**config.mk**
```make
export PLATFORM = sky130hd
export DESIGN_NAME = threshold_alarm_mc
export DESIGN_NICKNAME = d
export VERILOG_FILES = /design/src/rtl/threshold_alarm_mc.sv
export SDC_FILE = /design/constraint.sdc
export NUM_CORES = 2
export LEC_CHECK = 0
export BUFFER_PORTS_ARGS = -buffer_cell sky130_fd_sc_hd__buf_2
export CAP_MARGIN = 20
export CORE_AREA = 8 8 244 246
export DETAILED_ROUTE_END_ITERATION = 16
export DIE_AREA = 0 0 252 254
export PLACE_DENSITY = 0.92
export SLEW_MARGIN = 20
export SYNTH_ARGS = -nofsm -noshare
export SYNTH_HDL_FRONTEND = slang
export SYNTH_SLANG_ARGS = --single-unit
```
**constraint.sdc**
```tcl
create_clock -name clk -period 11.2 [get_ports clk]
set_input_delay 1.12 -clock clk [delete_from_list [all_inputs] [get_ports clk]]
set_output_delay 1.12 -clock clk [all_outputs]
set_load 0.03 [all_outputs]
```
**src/rtl/threshold_alarm_mc.sv**
```systemverilog
// threshold_alarm_mc: per-channel Vpp / frequency window monitor. Each channel
// owns two alarm FSMs (Vpp and frequency) with sample-qualified debounce,
// return hysteresis, optional sticky latching and a new-alarm interrupt.
module threshold_alarm_mc #(
  parameter int NCH      = 2,
  parameter int VW       = 12,
  parameter int FW       = 26,
  parameter int LW       = 16,
  parameter int VSCALE   = 10000,
  parameter int FSCALE   = 1000,
  parameter int DEBOUNCE = 3,
  parameter int HYST     = 50
) (
  input  logic              clk,
  input  logic              rst,
  input  logic              sample_vld,
  input  logic [NCH*VW-1:0] vmax,
  input  logic [NCH*VW-1:0] vmin,
  input  logic [NCH*FW-1:0] freq,
  input  logic [NCH*LW-1:0] vpp_min,
  input  logic [NCH*LW-1:0] vpp_max,
  input  logic [NCH*LW-1:0] fre_min,
  input  logic [NCH*LW-1:0] fre_max,
  input  logic              sticky,
  input  logic              clr,
  output logic [4*NCH-1:0]  led,
  output logic              irq
);

  // FSM index i = 2*ch + metric (metric 0 = Vpp, 1 = frequency); FSM i owns
  // led[2i] (low) and led[2i+1] (high), which matches the channel LED layout.
  localparam int NF = 2 * NCH;
  localparam int PW = VW + 14;
  // Common compare width: wide enough that limit + band never overflows.
  localparam int MW = ((FW + 1) > LW) ? FW + 2 : LW + 1;
  localparam int CW = $clog2(DEBOUNCE + 1);
  localparam logic [MW-1:0] VBAND = MW'(HYST);
  localparam logic [MW-1:0] FBAND = MW'(HYST * FSCALE / 1000);
  localparam logic [CW-1:0] DBN   = CW'(DEBOUNCE);

  // ST_NONE is only used as a "no qualifying direction" classification.
  typedef enum logic [1:0] {
    ST_OK   = 2'd0,
    ST_LOW  = 2'd1,
    ST_HIGH = 2'd2,
    ST_NONE = 2'd3
  } st_t;

  function automatic logic [LW-1:0] sat_lw(input logic [PW-1:0] p);
    if (p > PW'({LW{1'b1}})) return {LW{1'b1}};
    return p[LW-1:0];
  endfunction

  // Vpp never wraps: an inverted max/min pair reads as zero swing.
  function automatic logic [LW-1:0] vpp_scale(input logic [VW-1:0] mx,
                                              input logic [VW-1:0] mn);
    logic [PW-1:0] d;
    logic [PW-1:0] p;
    d = (mx >= mn) ? PW'(mx - mn) : '0;
    p = (d * PW'(VSCALE)) >> VW;
    return sat_lw(p);
  endfunction

  function automatic logic [FW:0] khz_to_hz(input logic [LW-1:0] k);
    return (FW + 1)'(k) * (FW + 1)'(FSCALE);
  endfunction

  // Which state the current sample argues for, relative to the present state.
  function automatic st_t classify(input st_t s, input logic [MW-1:0] v,
                                   input logic [MW-1:0] lo, input logic [MW-1:0] hi,
                                   input logic [MW-1:0] band);
    logic          lo_v;
    logic          hi_v;
    logic [MW-1:0] dn;
    lo_v = (v < lo);
    hi_v = (v > hi) && !lo_v;
    dn   = (hi > band) ? hi - band : '0;
    case (s)
      ST_OK:   return lo_v ? ST_LOW : (hi_v ? ST_HIGH : ST_NONE);
      ST_LOW:  return hi_v ? ST_HIGH : ((v >= lo + band) ? ST_OK : ST_NONE);
      ST_HIGH: return lo_v ? ST_LOW : ((v <= dn) ? ST_OK : ST_NONE);
      default: return ST_NONE;
    endcase
  endfunction

  function automatic logic [CW-1:0] cnt_inc(input logic [CW-1:0] c);
    return (c >= DBN) ? c : c + CW'(1);
  endfunction

  logic            vld_p1_q, vld_p1_d;
  logic [MW-1:0]   val_p1_q [NF];
  logic [MW-1:0]   val_p1_d [NF];
  logic [MW-1:0]   lo_p1_q  [NF];
  logic [MW-1:0]   lo_p1_d  [NF];
  logic [MW-1:0]   hi_p1_q  [NF];
  logic [MW-1:0]   hi_p1_d  [NF];

  st_t             st_q  [NF];
  st_t             st_d  [NF];
  st_t             tgt_q [NF];
  st_t             tgt_d [NF];
  logic [CW-1:0]   cnt_q [NF];
  logic [CW-1:0]   cnt_d [NF];
  st_t             cls   [NF];
  logic [CW-1:0]   run   [NF];

  logic [4*NCH-1:0] led_q, led_d;
  logic             irq_q, irq_d;

  // ---- stage 1: scale Vpp, convert frequency limits, capture on strobe ----
  // Stage-1 capture: hold previous values when no strobe, valid follows strobe.
  always_comb begin
    vld_p1_d = sample_vld;
    for (int i = 0; i < NF; i++) begin
      val_p1_d[i] = val_p1_q[i];
      lo_p1_d[i]  = lo_p1_q[i];
      hi_p1_d[i]  = hi_p1_q[i];
    end
    if (sample_vld) begin
      for (int c = 0; c < NCH; c++) begin
        val_p1_d[2*c]   = MW'(vpp_scale(vmax[c*VW +: VW], vmin[c*VW +: VW]));
        lo_p1_d[2*c]    = MW'(vpp_min[c*LW +: LW]);
        hi_p1_d[2*c]    = MW'(vpp_max[c*LW +: LW]);
        val_p1_d[2*c+1] = MW'(freq[c*FW +: FW]);
        lo_p1_d[2*c+1]  = MW'(khz_to_hz(fre_min[c*LW +: LW]));
        hi_p1_d[2*c+1]  = MW'(khz_to_hz(fre_max[c*LW +: LW]));
      end
    end
  end

  // Stage-1 registers.
  always_ff @(posedge clk or posedge rst) begin
    if (rst) begin
      vld_p1_q <= 1'b0;
      for (int i = 0; i < NF; i++) begin
        val_p1_q[i] <= '0;
        lo_p1_q[i]  <= '0;
        hi_p1_q[i]  <= '0;
      end
    end else begin
      vld_p1_q <= vld_p1_d;
      for (int i = 0; i < NF; i++) begin
        val_p1_q[i] <= val_p1_d[i];
        lo_p1_q[i]  <= lo_p1_d[i];
        hi_p1_q[i]  <= hi_p1_d[i];
      end
    end
  end

  // ---- stage 2: debounced alarm FSMs, LED latching, interrupt ----
  // Per-FSM classification and the run length it would extend to.
  always_comb begin
    for (int i = 0; i < NF; i++) begin
      cls[i] = classify(st_q[i], val_p1_q[i], lo_p1_q[i], hi_p1_q[i],
                        (i % 2 == 0) ? VBAND : FBAND);
      run[i] = (cnt_q[i] != '0 && tgt_q[i] == cls[i]) ? cnt_inc(cnt_q[i]) : CW'(1);
    end
  end

  // Next state: a run of DEBOUNCE same-target samples moves the FSM.
  always_comb begin
    for (int i = 0; i < NF; i++) begin
      st_d[i]  = st_q[i];
      tgt_d[i] = tgt_q[i];
      cnt_d[i] = cnt_q[i];
    end
    if (vld_p1_q) begin
      for (int i = 0; i < NF; i++) begin
        if (cls[i] == ST_NONE) begin
          cnt_d[i] = '0;
        end else if (run[i] >= DBN) begin
          st_d[i]  = cls[i];
          tgt_d[i] = cls[i];
          cnt_d[i] = '0;
        end else begin
          tgt_d[i] = cls[i];
          cnt_d[i] = run[i];
        end
      end
    end
  end

  // LED/irq outputs: mirror FSM state, or latch entries until clr when sticky.
  always_comb begin
    led_d = led_q;
    for (int i = 0; i < NF; i++) begin
      if (sticky) begin
        led_d[2*i]   = (led_q[2*i] && !clr) ||
                       (st_d[i] == ST_LOW && st_q[i] != ST_LOW);
        led_d[2*i+1] = (led_q[2*i+1] && !clr) ||
                       (st_d[i] == ST_HIGH && st_q[i] != ST_HIGH);
      end else begin
        led_d[2*i]   = (st_d[i] == ST_LOW);
        led_d[2*i+1] = (st_d[i] == ST_HIGH);
      end
    end
    irq_d = |(led_d & ~led_q);
  end

  // Stage-2 state registers.
  always_ff @(posedge clk or posedge rst) begin
    if (rst) begin
      for (int i = 0; i < NF; i++) begin
        st_q[i]  <= ST_OK;
        tgt_q[i] <= ST_OK;
        cnt_q[i] <= '0;
      end
      led_q <= '0;
      irq_q <= 1'b0;
    end else begin
      for (int i = 0; i < NF; i++) begin
        st_q[i]  <= st_d[i];
        tgt_q[i] <= tgt_d[i];
        cnt_q[i] <= cnt_d[i];
      end
      led_q <= led_d;
      irq_q <= irq_d;
    end
  end

  assign led = led_q;
  assign irq = irq_q;

endmodule

```
---- After elaboration in Yosys (flattened, before gate mapping) ----
Cells that the tools add are included.
storage, ports and cells
  register bits ........................... 274
  bits of input ports ..................... 233
  output and inout port bits .............. 9
  word-level logic and storage cells ...... 238
operators by class
  $add $sub $neg .......................... 14
  multiply operators ...................... 6
  $lt $le $gt $ge ......................... 32
  eq/ne operators ......................... 32
  muxes and demuxes ....................... 71
  bitwise logic cells ..................... 6
  reduce and logical (&&, ||, !) cells .... 50
operators with widths
  kind                                                                     count
  28-bit two-way mux                                                       4
  2-bit two-way mux                                                        48
  16-bit by 7-bit multiplier with 23-bit output (second input constant)    4
  16-bit two-way mux                                                       4
  16-bit by 28-bit less-or-equal comparator with 1-bit output              2
  26-bit by 28-bit less-or-equal comparator with 1-bit output              2
  26-bit by 6-bit adder with 27-bit output (second input constant)         2
  26-bit by 27-bit >= comparator with 1-bit output                         2
  26-bit by 6-bit subtractor with 27-bit output (second input constant)    2
  26-bit > comparator                                                      2
  26-bit by 6-bit > comparator with 1-bit output (second input constant)   2
  26-bit < comparator                                                      2
  26-bit by 10-bit multiplier with 22-bit output (second input constant)   2
  26-bit two-way mux                                                       2
  16-bit by 6-bit adder with 17-bit output (second input constant)         2
  16-bit by 17-bit >= comparator with 1-bit output                         2
  16-bit by 6-bit subtractor with 17-bit output (second input constant)    2
  14-bit by 16-bit > comparator with 1-bit output (second input constant)  2
  16-bit > comparator                                                      2
  16-bit by 6-bit > comparator with 1-bit output (second input constant)   2
  16-bit < comparator                                                      2
  12-bit by 12-bit subtractor with 13-bit output                           2
  2-bit == test (second input constant)                                    12
  12-bit >= comparator                                                     2
  other kinds (19)                                                         101

---- Longest topological paths before layout ----
  depth after elaboration ................. 19
  depth in mapped cells ................... 32
  mapped depth without buffers ............ 32

---- Worst setup path after synthesis ----
No wires, ideal clock.
  path kind ............................... input to register
  from .................................... input vmax[12]
  to ...................................... register val_p1_q[40] in the netlist's numbering
  library setup time ...................... 0.125 ns
  arrival ................................. 7.035 ns
  required time ........................... 11.075 ns
  slack ................................... 4.041 ns
  cell stages on the path ................. 27
  path buffers ............................ 0
  cell sequence ........................... inv_1 ha_1 inv_1 fa_1 a21o_1 a21oi_1 o22ai_1 o21a_1 a2111o_1 inv_1 ha_1 xor2_1 ha_1 inv_1 fa_1 inv_1 ha_1 inv_1 fa_1 inv_1 ha_1 nand3_1 or3_1 a31oi_1 a21oi_1 xnor2_1 mux2_2
between the ends
  cells in the longest elaborated chain, start to end .. 7
  elaborated cells between the ends (all ways) .. 8
  classes of those cells .................. add/sub (1); mul (1); order compare (2); mux (4)
RTL lines
  item                                                                                    line  source
  from (decl)                                                                             17    input logic [NCH*VW-1:0] vmax,
  12-bit by 12-bit subtractor with 13-bit output or 12-bit >= comparator (tied branches)  59    d = (mx >= mn) ? PW'(mx - mn) : '0;
  26-bit two-way mux *                                                                    59
  26-bit by 10-bit multiplier with 22-bit output *                                        60    p = (d * PW'(VSCALE)) >> VW;
  14-bit by 16-bit > comparator with 1-bit output                                         50    if (p > PW'({LW{1'b1}})) return {LW{1'b1}};
  1-bit two-way mux                                                                       50
  1-bit two-way mux                                                                       119   if (sample_vld) begin
  16-bit two-way mux *                                                                    51    return p[LW-1:0];
  to (signal, indexed assignment)                                                         143   val_p1_q[i] <= val_p1_d[i];
  to (decl)                                                                               91    logic [MW-1:0] val_p1_q [NF];
Mark *: on every way between the ends. The rest lies on a longest branch, timed or not. The select of a mux whose other input is x is not followed.
A chain may end at the register's enable or synchronous reset.

---- Worst setup path in the final report ----
  from .................................... input vmin[19]
  to ...................................... register val_p1_q[40] in the netlist's numbering
between the ends
  cells in the longest elaborated chain, start to end .. 7
  elaborated cells between the ends (all ways) .. 8
  classes of those cells .................. add/sub (1); mul (1); order compare (2); mux (4)
RTL lines
  item                                                                                    line  source
  from (decl)                                                                             18    input logic [NCH*VW-1:0] vmin,
  12-bit by 12-bit subtractor with 13-bit output or 12-bit >= comparator (tied branches)  59
  26-bit two-way mux *                                                                    59
  26-bit by 10-bit multiplier with 22-bit output *                                        60
  14-bit by 16-bit > comparator with 1-bit output                                         50
  1-bit two-way mux                                                                       50
  1-bit two-way mux                                                                       119
  16-bit two-way mux *                                                                    51
Marks and branches as above.

==> impl_results.md <==
* Reg clk slew, reported paths at 60 ps
* Initial Util at 0.632
* Dpl hpwl at 70000 um
* Root Driver: clkbuf_16
* Worst-Margin Slew at 1040 ps
* Pin count of the biggest net entering global routing at 191
* Int Power at 4.61 mW
* Combinational Power Share at 0.676
* Clk buf depth at 3
* Clk sink count at 270
* Worst EP arrival at 7930 ps
* CTS Buf Count at 35
* FMAX at 0.133 GHz
* RSZ-0062 raised after global routing: no
* Clock network fraction of design power at 0.137
* GRT overflow at 0
* Number of antenna-violating nets in the routed design at 0
* Initial antenna violation count at 4
* Vias per cell at 6.03
* Gr busiest metal: met2
* Post-synth cell types at 102
* WL/cell at 18.1 um
* Vias in the first global route at 30300
* Leakage Power at 19.2 nW
* Post-synthesis async set-or-reset flop share at 1.00
* Multi-input logic area at 26400 um^2
* NetSw at 4.07 mW
* WP data required at 11620 ps
* TNS Setup at 0 ps
* First-pass DRT Iterations at 6
* Fin crit period at 7510 ps
* Reg2reg path depth at 18
* Ranking of synthesized cells by area: ha_1, dfrtp_1, fa_1, inv_1, xnor2_1
* Worst vdd ir at 151 uV
* TritonCTS clock tree: yes
* Ys Warns at 0
* Power per Cell Area at 226 nW/um^2
* List of most frequent post-synthesis cells: ha_1, inv_1, nand2_1
* Htree depth at 2
* Die area at 64000 um^2
* Slowest stage delay, CP at 610 ps
* CP max FO at 11
* Total power at 8.68 mW
* Min-Delay Path Depth at 1
* CTS Hold Bufs at 0
* Met2 usage at 0.480
* Die Ht at 254 um
* DRC viols at 0
* CP max-delay cell: a31oi_1
* Cell row count at 87
* Final Skew at 21.5 ps
* Clk_lat worst skew at 550 ps
* Final Max Slew Viols at 0
* Sw Share at 0.469
* Number of synthesized flops with an enable pin at 0
* Synth-to-layout area growth at 9.16%
* Final core utilization at 0.690
* Seq pwr share at 0.187
* Synth Area per Inst at 9.37 um^2
* Post-CTS setup buffers at 0
* Cell taking the most area after synthesis: ha_1
* Synth Register Bits at 270
* Routed WL at 86600 um
* Reg area at 6760 um^2
* GP Congestion at 0.931
* Synth top area share at 0.228
* DP Worst Slack at 3050 ps
* Commonest register cell after synthesis: dfrtp_1
* Port bufs at 241
* Rel. slew slack at 0.310
* Number of setup violations in the final report at 0
* CP endpoint kind: flop
* Hold WS at 515 ps
* Endpoints failing hold at 0
* Die Width at 252 um
* Hold Path Class: flop to flop
* Core box area at 55700 um^2
* CP Class: input pin to flop
* Tot GR Track Use at 0.273
* Max_cap viols at 0
* Synthesized area at 35200 um^2
* CTS resizes at 0
* Count leader, synth: ha_1
* Sequential fraction of the synthesis area at 0.192
* Io pins at 242
* Final worst setup slack at 3690 ps
* First-pass GRT wire length at 146000 um
* Most used cell, CP: inv_1
* Via count at 28800
* GR Layer Usage met3 at 0.0389
* GRT met1 Usage at 0.337
* Fraction of layout cells with a size suffix above 1 at 0.113
* Gate Count Post-Synth at 3758
* Startpoint types: input pin
* Fillers at 4054
* DRT iter0 DRCs at 1811
* Synthesized Nets at 4917
* Outcome: finished clean
* Final period util at 0.670
* Nets at 5146
==> power groups by stage <==
stage               combinational (mW)  clock, mW  sequential, mW
floorplan                         4.52          0            1.52
global placement                  5.43          0            1.61
detailed placement                5.76          0            1.62
global route                      6.67       1.25            1.65
finish                            5.87       1.19            1.63
CTS                               5.84       1.21            1.61
==> critical path: cells and delay by family <==
family | cells | cell delay (ps)
buf+inv | 8 | 450
fa+ha+maj | 7 | 2790
mux | 1 | 270
compound gates | 6 | 1510
xor+xnor | 1 | 150
simple gates | 7 | 1620
==> through the flow <==
step | std cells | instance area, um^2
final | 4775 | 38400
after global routing | 4772 | 38400
after CTS | 4769 | 38400
after detailed placement | 4705 | 37200
after global placement | 4705 | 37200
after floorplan | 3758 | 35200
==> final cells by class <==
| cell class | instances | share of cell area |
|---|---|---|
| multi-input combinational | 2930 | 0.685 |
| sequential | 270 | 0.176 |
| inverter | 502 | 0.0492 |
| timing repair buffer | 248 | 0.0334 |
| tap | 756 | 0.0246 |
| clock buffer | 40 | 0.0243 |
| clock inverter | 24 | 0.00706 |
| antenna | 5 | 0.000325 |
==> cell usage in the layout (no fill, tap or decap), types with 35 or more instances in the layout <==
| master | synthesis | routed |
|---|---|---|
| ha_1 | 642 | 642 |
| inv_1 | 501 | 500 |
| nand2_1 | 303 | 303 |
| fa_1 | 284 | 284 |
| dfrtp_1 | 270 | 270 |
| buf_2 | 0 | 240 |
| o21ai_0 | 226 | 226 |
| xnor2_1 | 201 | 201 |
| nor2_1 | 175 | 175 |
| a21oi_1 | 160 | 160 |
| nand3_1 | 88 | 88 |
| mux2_2 | 80 | 80 |
| nor3_1 | 73 | 73 |
| a21o_1 | 55 | 55 |
| nand4_1 | 53 | 53 |
| xor2_1 | 45 | 45 |
| and3_1 | 36 | 36 |
| clkbuf_16 | 0 | 35 |
==> registers in the layout, summed over array words and instances, names as in the netlist <==
register  count
vld_p1_q      1
tgt_q         8
hi_p1_q      78
lo_p1_q      78
val_p1_q     80
led           8
irq           1
cnt_q         8
st_q          8
==> kinds of logic (layout without fill, tap and decap cells) <==
logic type,count (synthesis),count (layout),share of synthesized area
buffers and inverters,558,814,0.0600
AND/OR/NAND/NOR,938,938,0.133
XOR/XNOR,247,247,0.0616
multiplexers,104,104,0.0324
other,0,5,0
adder cells (fa/ha/maj),926,926,0.389
flip-flops,270,270,0.192
AO/OA/AOI/OAI,715,715,0.132
==> routing by layer <==
metal	wire length, um	share of wire
met1	35100	0.41
met2	42900	0.50
met3	5090	0.059
met4	3450	0.040
met5	13	0.00015
==> path summary, 6_finish.rpt <==
check                            from      endpoint  slack (ps)
setup reg to reg           hi_p1_q[3]           irq        4400
min in group asynchronous         rst   hi_p1_q[96]         720
setup / recovery             vmin[19]  val_p1_q[40]        3690
hold reg to reg              cnt_q[6]      cnt_q[6]         520
hold / removal               cnt_q[6]      cnt_q[6]         520
max in group asynchronous         rst   lo_p1_q[22]        8360
No activity file was read; power rests on OpenSTA's default activity.
